`config.mk`:
```
export PLATFORM = sky130hd
export DESIGN_NAME = id_ex_reg
export DESIGN_NICKNAME = d
export VERILOG_FILES = /design/src/rtl/id_ex_reg_pkg.sv /design/src/rtl/id_ex_reg_sat_counter.sv /design/src/rtl/id_ex_reg.sv
export SDC_FILE = /design/constraint.sdc
export NUM_CORES = 1
export LEC_CHECK = 0
export ABC_CLOCK_PERIOD_IN_PS = 2100
export BUFFER_PORTS_ARGS = -buffer_cell sky130_fd_sc_hd__clkbuf_2
export CAP_MARGIN = 10
export CORE_MARGIN = 5
export CORE_UTILIZATION = 45
export DETAILED_ROUTE_END_ITERATION = 16
export HOLD_SLACK_MARGIN = 0.06
export MAX_ROUTING_LAYER = met4
export PLACE_DENSITY = 0.79
export SLEW_MARGIN = 20
export SYNTH_ARGS = -nofsm -noshare
export SYNTH_HDL_FRONTEND = slang
export SYNTH_SLANG_ARGS = --single-unit
```
`constraint.sdc`:
```
create_clock -name clk -period 2.1 [get_ports clk]
set_input_delay 0 -clock clk [delete_from_list [all_inputs] [get_ports clk]]
set_output_delay 0 -clock clk [all_outputs]
set_load 0.02 [all_outputs]
```
`src/rtl/id_ex_reg_pkg.sv`:
```
// Shared types and constants for the ID/EX pipeline register.
package id_ex_reg_pkg;

   localparam int unsigned DATA_W     = 32;
   localparam int unsigned ALU_CTRL_W = 4;
   localparam int unsigned REG_ADDR_W = 5;

   // Decoded control bits carried from ID into EX.
   typedef struct packed {
      logic                  reg_write;
      logic                  mem_to_reg;
      logic                  mem_write;
      logic                  branch;
      logic                  alu_src;
      logic                  reg_dst;
      logic [ALU_CTRL_W-1:0] alu_ctrl;
   } ex_ctrl_t;

   // All control bits low: no register write, no memory access, no branch.
   localparam ex_ctrl_t NOP_CTRL = '0;

   // Complete contents of the ID/EX register.
   typedef struct packed {
      logic                  valid;
      logic [DATA_W-1:0]     pc;
      ex_ctrl_t              ctrl;
      logic [DATA_W-1:0]     rd1;
      logic [DATA_W-1:0]     rd2;
      logic [DATA_W-1:0]     imm;
      logic [REG_ADDR_W-1:0] rs;
      logic [REG_ADDR_W-1:0] rt;
      logic [REG_ADDR_W-1:0] rd;
   } id_ex_t;

   // What the register does in a given cycle (reset is handled separately).
   typedef enum logic [1:0] {
      ActCapture,
      ActHold,
      ActBubble,
      ActFlush
   } id_ex_act_t;

   // Bubble contents. mem_to_reg = 0 and rt = 0 guarantee a bubble never
   // re-triggers the load-use detector on the following cycle.
   function automatic id_ex_t nop_entry(input logic [DATA_W-1:0] pc);
      id_ex_t e;
      e      = '0;
      e.ctrl = NOP_CTRL;
      e.pc   = pc;
      return e;
   endfunction

   // Priority: flush > stall > load_use > capture.
   function automatic id_ex_act_t select_action(input logic flush,
                                                input logic stall,
                                                input logic load_use);
      id_ex_act_t act;
      if (flush) begin
         act = ActFlush;
      end else if (stall) begin
         act = ActHold;
      end else if (load_use) begin
         act = ActBubble;
      end else begin
         act = ActCapture;
      end
      return act;
   endfunction

endpackage

```
`src/rtl/id_ex_reg_sat_counter.sv`:
```
// Saturating up-counter with synchronous reset; holds when inc is low.
module id_ex_reg_sat_counter #(
   parameter int unsigned CNT_W = 16
) (
   input  logic             clk,
   input  logic             rst,
   input  logic             inc,
   output logic [CNT_W-1:0] count
);

   localparam logic [CNT_W-1:0] MAX_VAL = {CNT_W{1'b1}};

   logic [CNT_W-1:0] cnt_q;
   logic [CNT_W-1:0] cnt_d;

   // Increment unless already at the maximum; never wraps.
   always_comb begin
      cnt_d = cnt_q;
      if (inc && (cnt_q != MAX_VAL)) begin
         cnt_d = cnt_q + CNT_W'(1);
      end
   end

   // Counter state with synchronous reset.
   always_ff @(posedge clk) begin
      if (rst) begin
         cnt_q <= '0;
      end else begin
         cnt_q <= cnt_d;
      end
   end

   assign count = cnt_q;

endmodule

```
`src/rtl/id_ex_reg.sv`:
```
// ID/EX pipeline register: captures decode-stage control and operands,
// holds on stall, inserts bubbles on load-use and flush, and counts both.
module id_ex_reg
   import id_ex_reg_pkg::*;
#(
   parameter int unsigned       CNT_W  = 16,
   parameter logic [DATA_W-1:0] NOP_PC = 32'h0000_0000
) (
   input  logic                  clk,
   input  logic                  rst,
   input  logic                  stall,
   input  logic                  flush,
   input  logic                  load_use,
   input  logic                  D_valid,
   input  logic [DATA_W-1:0]     D_PC,
   input  logic                  D_RegWrite,
   input  logic                  D_MemtoReg,
   input  logic                  D_MemWrite,
   input  logic                  D_Branch,
   input  logic                  D_ALUSrc,
   input  logic                  D_RegDst,
   input  logic [ALU_CTRL_W-1:0] D_ALUCtrl,
   input  logic [DATA_W-1:0]     D_RD1,
   input  logic [DATA_W-1:0]     D_RD2,
   input  logic [DATA_W-1:0]     D_Imm,
   input  logic [REG_ADDR_W-1:0] D_Rs,
   input  logic [REG_ADDR_W-1:0] D_Rt,
   input  logic [REG_ADDR_W-1:0] D_Rd,
   output logic                  E_valid,
   output logic [DATA_W-1:0]     E_PC,
   output logic                  E_RegWrite,
   output logic                  E_MemtoReg,
   output logic                  E_MemWrite,
   output logic                  E_Branch,
   output logic                  E_ALUSrc,
   output logic                  E_RegDst,
   output logic [ALU_CTRL_W-1:0] E_ALUCtrl,
   output logic [DATA_W-1:0]     E_RD1,
   output logic [DATA_W-1:0]     E_RD2,
   output logic [DATA_W-1:0]     E_Imm,
   output logic [REG_ADDR_W-1:0] E_Rs,
   output logic [REG_ADDR_W-1:0] E_Rt,
   output logic [REG_ADDR_W-1:0] E_Rd,
   output logic [CNT_W-1:0]      bubble_cnt,
   output logic [CNT_W-1:0]      flush_cnt
);

   id_ex_act_t act;
   id_ex_t     d_entry;
   id_ex_t     ex_d;
   id_ex_t     ex_q;
   logic       bubble_inc;
   logic       flush_inc;

   // Bundle the decode-stage inputs into one register image.
   always_comb begin
      d_entry                = '0;
      d_entry.valid          = D_valid;
      d_entry.pc             = D_PC;
      d_entry.ctrl.reg_write = D_RegWrite;
      d_entry.ctrl.mem_to_reg = D_MemtoReg;
      d_entry.ctrl.mem_write = D_MemWrite;
      d_entry.ctrl.branch    = D_Branch;
      d_entry.ctrl.alu_src   = D_ALUSrc;
      d_entry.ctrl.reg_dst   = D_RegDst;
      d_entry.ctrl.alu_ctrl  = D_ALUCtrl;
      d_entry.rd1            = D_RD1;
      d_entry.rd2            = D_RD2;
      d_entry.imm            = D_Imm;
      d_entry.rs             = D_Rs;
      d_entry.rt             = D_Rt;
      d_entry.rd             = D_Rd;
   end

   // Resolve the per-cycle action and the next register contents.
   always_comb begin
      act  = select_action(flush, stall, load_use);
      ex_d = ex_q;
      unique case (act)
         ActFlush:   ex_d = nop_entry(NOP_PC);
         ActBubble:  ex_d = nop_entry(NOP_PC);
         ActHold:    ex_d = ex_q;
         ActCapture: ex_d = d_entry;
         default:    ex_d = ex_q;
      endcase
   end

   // Counters only advance on the action that actually took effect, so a
   // load_use masked by stall or flush is not counted.
   assign bubble_inc = (act == ActBubble);
   assign flush_inc  = (act == ActFlush);

   // E_ register; reset wins over stall and everything else.
   always_ff @(posedge clk) begin
      if (rst) begin
         ex_q <= nop_entry(NOP_PC);
      end else begin
         ex_q <= ex_d;
      end
   end

   id_ex_reg_sat_counter #(
      .CNT_W (CNT_W)
   ) u_bubble_cnt (
      .clk   (clk),
      .rst   (rst),
      .inc   (bubble_inc),
      .count (bubble_cnt)
   );

   id_ex_reg_sat_counter #(
      .CNT_W (CNT_W)
   ) u_flush_cnt (
      .clk   (clk),
      .rst   (rst),
      .inc   (flush_inc),
      .count (flush_cnt)
   );

   assign E_valid    = ex_q.valid;
   assign E_PC       = ex_q.pc;
   assign E_RegWrite = ex_q.ctrl.reg_write;
   assign E_MemtoReg = ex_q.ctrl.mem_to_reg;
   assign E_MemWrite = ex_q.ctrl.mem_write;
   assign E_Branch   = ex_q.ctrl.branch;
   assign E_ALUSrc   = ex_q.ctrl.alu_src;
   assign E_RegDst   = ex_q.ctrl.reg_dst;
   assign E_ALUCtrl  = ex_q.ctrl.alu_ctrl;
   assign E_RD1      = ex_q.rd1;
   assign E_RD2      = ex_q.rd2;
   assign E_Imm      = ex_q.imm;
   assign E_Rs       = ex_q.rs;
   assign E_Rt       = ex_q.rt;
   assign E_Rd       = ex_q.rd;

endmodule

```
==> summary by stage <==
Critical path
Measured in cells, the most critical reg-to-reg path has a length of 5. The endpoint identified for the worst register-to-register timing path is u_bubble_cnt.count[8]. STA classifies the critical path startpoint as a flop. The critical path starts at u_bubble_cnt.count[0].

The worst setup path is captured at a flop. In this run the critical register-to-register path is launched from u_bubble_cnt.count[0]. The data required time at the worst endpoint is 2410 ps. The type of the setup path with the least slack is reg -> reg. Data arrives at the worst endpoint at 2250 ps. For flop-to-flop paths, the worst setup slack is 160 ps.

The critical-path maximum fanout is 7.

Run status
The flow ran to the end, and the final reports show no timing, DRC or antenna violations.

Synth
The synthesized area per cell is 9.54 sq um. The fraction of registers with async set or reset after synthesis is 0. The number of storage elements in the synthesis netlist is 186.

The post-synthesis cell area is 0.00678 sq mm. The synthesized design contains 0 enable-type register cells. The number of distinct library cells after synthesis is 46. Synthesis produced a netlist whose cell count is between 700 and 800. When the netlist entered floorplanning its net count stood at 872. For this run, the leading register cell type out of synthesis is dfxtp_1.

The number of warnings printed during yosys synthesis is 0. The sequential element share of the synthesized area is 0.549.

GRT
The largest net degree at the start of global routing is 96. The initial antenna violation count is 3. In the global route stage, overall resource usage came out at 0.300. The first global-routing pass estimated 41600 microns of wire. The number of global-route vias before repair is 7914.

The remaining global-route overflow is 0.

Final layout
Relative to the synthesized area, the layout overhead comes to 66.4%. The area of combinational cells with multiple inputs is 0.00284 sq mm. The non-filler instance count after layout is 1425. The proportion of layout cells with a drive suffix above 1 is 0.325. The net total in the final layout is 1385.

Across the whole layout, storage elements account for 0.00372 sq mm. The filler cells instantiated in the layout total approximately 840. The finished layout cell area is between 0.01 and 0.015 sq mm.

Drt
The detailed-route via count is 7937. The average via count per standard cell is 5.57. The first TritonRoute pass finished after 5 iterations. The detail route stage leaves a number of antenna-violating nets equal to 0.

Summed over all layers, the routed wires come to 27500 microns. The total DRC errors in the routed layout is 0. After the first detailed-routing iteration, the DRC count stood at a little over 600. Dividing the detail-routed wire length by the instance count gives between 15 and 20 microns.

STA
The slew of the pin with the lowest slew margin is 634 ps. The final period utilization is 0.925. The clock period could shrink to 1940 ps. Once routing completed, OpenROAD measured the worst setup slack at 158 ps. After routing, the total negative slack on setup checks comes to 0 ps. Setup repair after global routing left no endpoint under its margin. The highest clock frequency the design can meet is between 500 and 600 MHz. The headroom to the max-slew limit is 0.577. The final setup skew is 6.58 ps. The hold violation count in the final report is 0. The final count of pins violating max slew came to 0. The count of endpoints failing setup in the final report is 0.

Place
The number of input and output port buffers inserted is 344. The worst setup slack before clock tree synthesis is around 190 ps. The HPWL after detailed placement is roughly 15000 microns. Routability-driven placement finished with a final weighted congestion of 0.892. Once placement finished, the instance area stood at 0.00867 sq mm. The instance count after placement with tap cells included is 1194.

Min path
The classification of the worst-slack hold path is in -> reg. The sink of the worst hold path is u_flush_cnt.count[1]. The worst hold path begins at flush. The number of cells on the worst hold path is 4.

Clock network
The TritonCTS sink count is between 150 and 200. The number of levels in the clock H-tree is 4. TritonCTS built the clock tree. The number of buffers between clock root and the deepest sink is 2. The total clock buffers created by CTS is 17. The clock slew seen by the registers of the worst setup and hold paths is around 70 ps. The cell sitting at the root of the clock tree is a clkbuf_16. Clock latency on the worst-skew pair, taken at its later pin, is 420 ps.

Floorplanning
The row count is 44. The die covers 0.0176 sq mm. The die boundary width is 133 microns. The starting utilization of the core area is 0.463. The die is 133 microns tall. Pin placement for this block handled 345 I/O pins. The total area inside the core boundary comes to 0.0146 sq mm.

Flow run
The number of maximum-capacitance constraint violations is 0.

Pwr
The overall power after layout is 8030 uW. The power density normalized to cell area is around 700 mW/mm^2. Summed over all cells, the static leakage comes to between 0.005 and 0.006 uW.

The worst supply voltage drop on vdd is 0.525 mV.
logic make-up after synthesis:
family / Yosys count / share of synthesized area
AND/OR/NAND/NOR: 255 / 0.179
AO/OA/AOI/OAI: 193 / 0.210
flip-flops: 186 / 0.549
buffers and inverters: 61 / 0.0365
multiplexers: 12 / 0.0194
XOR/XNOR: 2 / 0.00258
adder cells (fa/ha/maj): 2 / 0.00369
registers in the layout (all words and copies together) (netlist names), 5 cells and up:
signal and count:
E_Imm 32, E_PC 32, E_RD1 32, E_RD2 32, u_bubble_cnt.count 16, u_flush_cnt.count 16
E_Rd 5, E_Rs 5, E_Rt 5
where the power goes:
part | leakage [uW] | switching [uW] | internal (uW)
Clock | 0.000319 | 1370 | 2120
Combinational | 0.00327 | 452 | 449
Sequential | 0.00151 | 45.4 | 3590
Total | 0.00510 | 1870 | 6160
through the flow:
step            util  hold slack [ps]
2_1_floorplan      -              163
3_3_place_gp   0.592              244
3_5_place_dp   0.592              256
4_1_cts        0.769              131
5_1_grt        0.771              200
6_report       0.771              159
worst max-delay path, cell delays in order, from the launching register on:
cell	delay (ps)
dfxtp_1	490
ha_1	290
nand4_1	160
nor4_2	470
nor4_1	100
mux2_1	320
worst max-delay path by stage:
stage | end | slack [ps]
2_1_floorplan | u_bubble_cnt.count[8] | 130
3_3_place_gp | u_bubble_cnt.count[8] | 270
3_5_place_dp | u_bubble_cnt.count[8] | 190
4_1_cts | u_bubble_cnt.count[8] | 170
5_1_grt | u_bubble_cnt.count[2] | 10
6_report | u_bubble_cnt.count[8] | 160
cells in the mapped netlist, types with 2 or more instances:
library cell	instances	area, sq um
a22oi_1	154	1160
mux2_1	9	101
buf_1	14	52.6
o31ai_1	6	45.0
or4_1	6	45.0
and4_1	4	35.0
clkbuf_1	36	135
ha_1	2	25.0
mux2i_1	3	30.0
o21ai_0	3	15.0
or3_1	8	50.1
inv_1	3	11.3
nand2_1	11	41.3
xor2_1	2	17.5
buf_2	6	30.0
nor4b_1	2	17.5
nor4_1	6	37.5
nor2b_1	9	56.3
o41ai_1	2	17.5
a2111oi_2	2	30.0
o21ai_1	5	25.0
nand4_1	11	68.8
nor3_1	2	10.0
nand3_1	10	50.1
dfxtp_1	186	3720
a21oi_1	14	70.1
nor2_1	174	653
and3_1	2	12.5
nand4_4	2	42.5
layout make-up:
type	instances	area share
Antenna cell	4	0.000887
Clock buffer	18	0.0380
Clock inverter	14	0.0190
Inverter	3	0.000998
Multi-Input combinational cell	464	0.251
Sequential cell	186	0.330
Tap cell	184	0.0204
Timing Repair Buffer	552	0.340
cells in the final DEF (no fill, tap or decap), types with 5 or more instances in the layout:
master,n
or3_1,8
a21oi_1,14
clkbuf_16,18
nand2_1,11
clkbuf_2,343
a22oi_1,154
o21ai_1,5
dfxtp_1,186
nand4_1,11
nor2_1,174
buf_4,9
bufinv_16,5
dlygate4sd3_1,194
or4_1,6
nor2b_1,8
mux2_1,9
nand3_1,10
o31ai_1,6
nor4_1,5
routing by layer:
| layer | vias to the layer above | GRT usage | share of wire |
|---|---|---|---|
| li1 | 3621 | - | - |
| met1 | 3706 | 0.323 | 0.36 |
| met2 | 518 | 0.500 | 0.50 |
| met3 | 92 | 0.0733 | 0.085 |
| met4 | 0 | 0.186 | 0.052 |
| met5 | - | - | 0 |
what timing repair did:
action                                  in CTS  in global routing
endpoints found under the setup margin       0                  1
hold endpoints to repair                   167                  0
hold buffers                               194                  0
setup buffers                                0                  0
gates resized for setup                      0                  2
No activity file was read; power rests on OpenSTA's default activity.
